===== config.mk =====
export PLATFORM = sky130hd
export DESIGN_NAME = pattern_sender
export DESIGN_NICKNAME = d
export VERILOG_FILES = /design/src/rtl/pattern_sender.sv
export SDC_FILE = /design/constraint.sdc
export NUM_CORES = 1
export LEC_CHECK = 0
export ABC_AREA = 1
export CORE_MARGIN = 1.5
export CORE_UTILIZATION = 30
export CTS_CLUSTER_SIZE = 14
export DETAILED_ROUTE_END_ITERATION = 10
export GPL_ROUTABILITY_DRIVEN = 0
export SYNTH_ARGS = -nofsm -noshare
export SYNTH_HDL_FRONTEND = slang
export SYNTH_SLANG_ARGS = --single-unit

===== constraint.sdc =====
create_clock -name clk -period 26 [get_ports clk]
set_input_delay 5.2 -clock clk [delete_from_list [all_inputs] [get_ports clk]]
set_output_delay 5.2 -clock clk [all_outputs]
set_load 0.03 [all_outputs]

===== src/rtl/pattern_sender.sv =====
`timescale 1ns/1ps
// pattern_sender
//
// Emits a stream of data items (data, qualified by en).
//  - Each item's data is the previous data plus step, wrapping modulo
//    2^DATA_W.
//  - Consecutive items are separated by a pseudo-random number of idle
//    cycles, drawn from [gap_from, gap_to].
//  - A run lasts num_items items (0 = unlimited).
//  - A run also ends after the current item once go drops.
//
// Optional feature: `define READY_HANDSHAKE_EN
//  - Defined: en behaves as a valid and is held until the sink asserts
//    ready.
//  - Undefined: ready is ignored, and every item is a single-cycle en
//    pulse.
//
// Ports
//   clk        single clock, rising edge
//   rst        synchronous, active-high reset
//   go         level run request; 0 stops after the current item
//   step       per-item data increment
//   num_items  items per run, 0 = unlimited
//   gap_from   minimum idle cycles between items
//   gap_to     maximum idle cycles between items
//   ready      sink accept (READY_HANDSHAKE_EN builds only)
//   data       current item
//   en         item valid strobe
//   busy       high whenever the sender is not idle
//   sent_cnt   items accepted since reset (wraps)
//   done       one-cycle pulse when a run reaches num_items
module pattern_sender #(
  parameter int          DATA_W = 4,
  parameter int          GAP_W  = 8,
  parameter logic [15:0] SEED   = 16'hACE1
) (
  input  logic              clk,
  input  logic              rst,
  input  logic              go,
  input  logic [DATA_W-1:0] step,
  input  logic [15:0]       num_items,
  input  logic [GAP_W-1:0]  gap_from,
  input  logic [GAP_W-1:0]  gap_to,
  input  logic              ready,
  output logic [DATA_W-1:0] data,
  output logic              en,
  output logic              busy,
  output logic [15:0]       sent_cnt,
  output logic              done
);

  typedef enum logic [1:0] {IDLE, SEND, GAP} state_t;

  state_t            state;
  logic [15:0]       run_cnt;
  logic [15:0]       run_next;
  logic [GAP_W-1:0]  gap_cnt;
  logic [GAP_W-1:0]  gap_g;
  logic [15:0]       lfsr;
  logic [15:0]       lfsr_next;
  logic              accept;

  // Gap length for the item being accepted.
  //  - An inverted range collapses to its lower bound.
  //  - Otherwise the LFSR bits are reduced modulo the span.
  //  - The span is computed one bit wider, so that a full-range span of
  //    2^GAP_W does not overflow.
  function automatic logic [GAP_W-1:0] calc_gap(
    input logic [GAP_W-1:0] lo,
    input logic [GAP_W-1:0] hi,
    input logic [15:0]      rnd
  );
    logic [GAP_W:0] span;
    logic [GAP_W:0] offs;
    if (hi < lo) begin
      calc_gap = lo;
    end else begin
      span     = {1'b0, hi} - {1'b0, lo} + (GAP_W+1)'(1);
      offs     = {1'b0, rnd[GAP_W-1:0]} % span;
      calc_gap = lo + offs[GAP_W-1:0];
    end
  endfunction

  // Galois LFSR, taps 16'hB400.
  assign lfsr_next = {1'b0, lfsr[15:1]} ^ (lfsr[0] ? 16'hB400 : 16'h0000);
  assign gap_g     = calc_gap(gap_from, gap_to, lfsr);
  assign run_next  = run_cnt + 16'd1;

`ifdef READY_HANDSHAKE_EN
  assign accept = (state == SEND) && ready;
`else
  logic unused_ready;
  assign unused_ready = ready;
  assign accept       = (state == SEND);
`endif

  // en and busy decode directly from the registered state.
  assign en   = (state == SEND);
  assign busy = (state != IDLE);

  always_ff @(posedge clk) begin
    if (rst) begin
      state    <= IDLE;
      data     <= '0;
      done     <= 1'b0;
      sent_cnt <= '0;
      run_cnt  <= '0;
      gap_cnt  <= '0;
      lfsr     <= SEED;
    end else begin
      lfsr <= lfsr_next;
      done <= 1'b0;
      case (state)
        IDLE: begin
          if (go) begin
            state <= SEND;
            data  <= data + step;
          end
        end
        SEND: begin
          if (accept) begin
            sent_cnt <= sent_cnt + 16'd1;
            gap_cnt  <= gap_g;
            // Reaching the item limit takes priority over go: the run
            // ends with done even if go is still high.
            if ((num_items != 16'd0) && (run_next == num_items)) begin
              state   <= IDLE;
              done    <= 1'b1;
              run_cnt <= '0;
            end else begin
              run_cnt <= run_next;
              if (!go) begin
                state <= IDLE;
              end else if (gap_g == '0) begin
                data <= data + step;
              end else begin
                state <= GAP;
              end
            end
          end
        end
        GAP: begin
          // gap_cnt was loaded with G >= 1; leaving on the count of 1
          // makes GAP last exactly G cycles.
          if (gap_cnt <= GAP_W'(1)) begin
            gap_cnt <= '0;
            if (go) begin
              state <= SEND;
              data  <= data + step;
            end else begin
              state <= IDLE;
            end
          end else begin
            gap_cnt <= gap_cnt - GAP_W'(1);
          end
        end
        default: state <= IDLE;
      endcase
    end
  end

endmodule


== After elaboration in Yosys (flattened, before gate mapping) ==
Cells that the tools add are included.

* Register bits after elaboration: 63
* Input port bits: 40
* Output and inout bits: 23

* Add/sub/neg operators: 7
* Divide/modulo/power cells: 1
* Order comparisons: 2
* Equal/unequal tests: 9
* Multiplexer cells: 19
* Bitwise operators: 2
* Reduce and logical (&&, ||, !) cells: 10

{| class="wikitable"
|+ Operators with widths
! operator !! count
|-
| adder 16 x 1 -> 16 bit, second input constant || 2
|-
| two-way mux 16 bit || 2
|-
| two-way mux 4 bit || 5
|-
| == test 16 bit || 1
|-
| two-way mux 8 bit || 2
|-
| case mux 8 bit (2 select lines) || 1
|-
| nonzero test 16 bit || 1
|-
| bitwise XOR 15 x 16 -> 16 bit || 1
|-
| case mux 4 bit (3 select lines) || 1
|-
| two-way mux 2 bit || 5
|-
| adder 9 x 1 -> 9 bit, second input constant || 1
|-
| modulo 8 x 9 -> 9 bit || 1
|-
| subtractor 8 x 8 -> 9 bit || 1
|-
| adder 8 bit || 1
|-
| <= comparator 8 x 1 -> 1 bit, second input constant || 1
|-
| zero test 8 bit || 1
|-
| < comparator 8 bit || 1
|-
| != test 2 bit, second input constant || 4
|-
| subtractor 8 x 1 -> 8 bit, second input constant || 1
|-
| case mux 2 bit (3 select lines) || 1
|-
| AND reduction 5 bit || 1
|-
| adder 4 bit || 1
|-
| != test 4 bit, second input constant || 1
|-
| nonzero test 2 bit || 2
|-
| 10 further kinds || 11
|}

== Depth between registers and ports, before layout ==
* Depth after elaboration: 10
* Gate-level depth with buffers: 113
* Gate-level depth less buffers: 109

== Worst setup path after synthesis ==
OpenSTA, ideal clock, no wires.

* Path kind: input to register
* Start: in gap_from[1]
* End: reg data[2]
* Arrival: 19.009 ns
* Setup slack: 6.879 ns
* Stages on the path: 100
* Buffers on the path: 4
* Cells stage by stage: inv_1 ha_1 inv_1 ha_1 fa_1 xor2_1 nand2_1 nor2_1 nand4_1 and2_1 ha_1 inv_1 o21bai_1 a21oi_1 nor2_1 nand3_2 nand2_1 o21ai_1 (+64 left out) inv_1 clkbuf_1 o21ai_0 ha_1 fa_1 nand3_1 and2_1 or2_2 nand2_1 a21oi_1 or2_2 a31oi_1 nor3_1 nand3_2 nand2_4 nand3_4 nor2b_1 nor2_1

* Word-level cells in the longest chain between the ends: 8
* Elaborated cells on any way between the ends: 9
* Classes of those cells: add/sub: 3; div: 1; order compare: 1; eq/ne: 1; mux: 1; reduce/logical: 2

{| class="wikitable"
|+ Ends and longest elaborated chain
! item !! RTL line !! text
|-
| start, declared || 42 || <nowiki>input logic [GAP_W-1:0] gap_from,</nowiki>
|-
| subtractor 8 x 8 -> 9 bit || 78 || <nowiki>span = {1'b0, hi} - {1'b0, lo} + (GAP_W+1)'(1);</nowiki>
|-
| adder 9 x 1 -> 9 bit || 78 ||
|-
| modulo 8 x 9 -> 9 bit || 79 || <nowiki>offs = {1'b0, rnd[GAP_W-1:0]} % span;</nowiki>
|-
| adder 8 bit || 80 || <nowiki>calc_gap = lo + offs[GAP_W-1:0];</nowiki>
|-
| two-way mux 8 bit * || 75 || <nowiki>if (hi < lo) begin</nowiki>
|-
| zero test 8 bit * || 134 || <nowiki>end else if (gap_g == '0) begin</nowiki>
|-
| != test 2 x 1 -> 1 bit (no source line) * || - ||
|-
| AND reduction 5 bit (no source line) * || - ||
|-
| end signal, assigned || 117 || <nowiki>data <= data + step;</nowiki>
|-
| end signal, assigned || 135 || <nowiki>data <= data + step;</nowiki>
|-
| end signal, assigned || 149 || <nowiki>data <= data + step;</nowiki>
|-
| end, declared || 45 || <nowiki>output logic [DATA_W-1:0] data,</nowiki>
|}

Mark *: on every way between the ends. The rest lies on a longest branch, timed or not.
A chain may end at the register's enable or synchronous reset.

== Worst setup path after layout ==
Ends and elaborated chain as after synthesis.

==> run metrics <==
static leakage 3.56 nW; total core area 21000 um2; maximum clock frequency 47.3 MHz; Setup WS post-layout 4.87 ns; post-synthesis average cell area 6.70 um2; global-route usage over all layers 13.7%; Chip Height 149 um; Non-Filler Instances 1289; Root Driver clkbuf_16; wire per inst 11.8 um; DR DRC count 0; Pwr Total 0.000659 W; Synth Area in XOR/XNOR 7.53%; DP HPWL 12200 um; first-pass GRT wire length 25300 um; register area share after synthesis 19.7%; CTS buffer count 9; slowest stage cell, crit path clkdlybuf4s50_1; clk_lat worst skew 0.33 ns; Area Overhead vs Synth 18.7%; Slew HR 41.4%; hold buffers post-CTS 0; Worst EP arrival 21.39 ns; Max VDD drop 0.0351 mV; share of layout cells above drive strength 1 6.31%; CTS tree done; total negative slack 0 ns; IO buf count 61; post-CTS setup buffers 0; Bufs on Longest Clock Path 2; Final Slew Violations 0; number of max-cap violations 0; RSZ-0062 raised after global routing no; FF/Latch Area 1260 um2; register bit total from synthesis 63; Mapped Cells 955; Setup CP Type input pin to flip-flop; number of global-route vias before repair 5552; initial antenna violation count 0; CP Launch Type input pin; FILL cells 2303; Clock Skews 0.0100 ns; final hold vios 0; ant diodes 0; WL final 15200 um; clock sinks 63; vias per cell 4.66; chip width 149 um; share of synthesized area spent on multiplexers 0%; Worst Setup End Kind flip-flop; clk slew on worst S/H paths 0.05 ns; Row Count 53; Worst Hold Class flip-flop to flip-flop; status finished clean; Async S/R FF share, synth 0%; largest net degree at the start of global routing 41; largest family of logic cells by synthesized area simple AND/OR/NAND/NOR gates; Vias 6009; DRT Pass-1 Iters 7; Die ar. 22200 um2; Multi-input gate area 4510 um2; Distinct cells, synth 49; area of the mapped netlist 6390 um2; r2r setup slk 10.97 ns; DP Cell Count 1273; Pwr per Cell Area 86.8 nW/um2; complex-gate fraction of the synthesized area 13.7%; syn_nets 1083; Nets 1137; Setup WS pre-CTS 4.42 ns; Slew @ Worst Pin 0.875 ns; Post-Synth Simple-Gate Area 31.2%; Final setup viols 0; Iter 0 DRT Violations 272; synth warn 0; utilization after layout 36.2%; crit-path max cell delay 0.58 ns; Post-Synth Adder-Cell Area 18.0%; CP Buf/Inv Count 8; Detail Route Antenna Nets 0; H-tree depth 3; io pins 63; Final Cycle Share 81.3%; Initial Util 30.5%; Post-CTS Resized 0; Post-synth EDFFs 0; GRT overflow 0; Top delay family on crit path simple AND/OR/NAND/NOR gates; CP max FO 15; top_reg_cell synth dfxtp_1; Tmin final 21.13 ns; worst path required time 26.26 ns; CP most frequent cell nand2_1
==> cell type report <==
class | instances | area share, %
Tap cell | 275 | 4.53
Inverter | 142 | 7.09
Clock inverter | 5 | 0.742
Timing Repair Buffer | 63 | 8.24
Clock buffer | 11 | 3.33
Sequential cell | 63 | 16.6
Multi-Input combinational cell | 730 | 59.5
==> cells by family (layout without fill, tap and decap cells) <==
kind of cell,Yosys count,count (layout)
DFF,63,63
buffers and inverters,162,221
AOI/OAI and AO/OA,159,159
other,1,1
xor gates and xnor gates,55,55
adders and majority gates,88,88
and+or+nand+nor,427,427
==> worst register-to-register path: cells and delay by family (launching register included) <==
kind / cells / cell delay [ns]
AOI/OAI and AO/OA: 32 / 5.75
and+or+nand+nor: 48 / 5.46
adders and majority gates: 9 / 2.93
buffers and inverters: 5 / 0.51
DFF: 1 / 0.32
==> where the power goes <==
| group | switching (W) | internal, W | total, W |
|---|---|---|---|
| combinational | 0.000252 | 0.000164 | 0.000416 |
| sequential | 0.0000108 | 0.000109 | 0.000120 |
| clock | 0.0000434 | 0.0000792 | 0.000123 |
==> cells in the final DEF, fill, tap and decap left out, drive strengths merged, types with 2 or more instances in the layout <==
master,netlist,final
o21bai,4,4
a21oi,56,56
or2,17,17
ha,81,81
nor4,14,14
o21ai,68,68
nand2,207,207
a21o,8,8
o31ai,2,2
nor3,25,25
nor3b,2,2
nand3b,3,3
nor2,85,85
fa,7,7
buf,4,2
dfxtp,63,63
clkbuf,16,11
o21a,3,3
clkdlybuf4s50,0,61
nand3,49,49
o211ai,3,3
xor2,33,33
a31oi,11,11
xnor2,22,22
inv,138,138
clkinv,4,7
nand4,18,18
and2,5,5
==> cell usage after synthesis (all sizes together) (17+ instances only) <==
master / count / area (um2)
or2: 17 / 106
ha: 81 / 1010
nand2: 207 / 820
o21ai: 68 / 340
xnor2: 22 / 193
inv: 138 / 518
nor2: 85 / 348
xor2: 33 / 289
nand4: 18 / 119
nor3: 25 / 130
a21oi: 56 / 284
nand3: 49 / 293
dfxtp: 63 / 1260
==> worst paths after layout <==
check / start / to / cells after the start
min reg2reg: lfsr[10]$_SDFF_PP1_ / lfsr[9]$_SDFF_PP0_ / 2
min: lfsr[10]$_SDFF_PP1_ / lfsr[9]$_SDFF_PP0_ / 2
max reg2reg: lfsr[7]$_SDFF_PP1_ / data[2]$_SDFFE_PP0P_ / 94
max: gap_from[1] / data[2]$_SDFFE_PP0P_ / 99
==> state kept, by name (all words and copies together), names as in the netlist <==
signal,count
lfsr,16
run_cnt,16
sent_cnt,16
gap_cnt,8
data,4
state,2
done,1
==> per-layer routing <==
metal / GRT usage, % / routed length (um)
met4: 2.92 / 185
met2: 23.9 / 7280
met5: 0 / 0
met3: 2.26 / 471
met1: 17.7 / 7230
==> stage by stage <==
stage                     hold slack, ns  cell area, um2
after floorplan                    0.388            6390
after global placement             0.390            7280
after detailed placement           0.392            7280
after CTS                          0.400            7590
after global routing               0.412            7590
final                              0.400            7590
(Power assumes the default switching activity.)
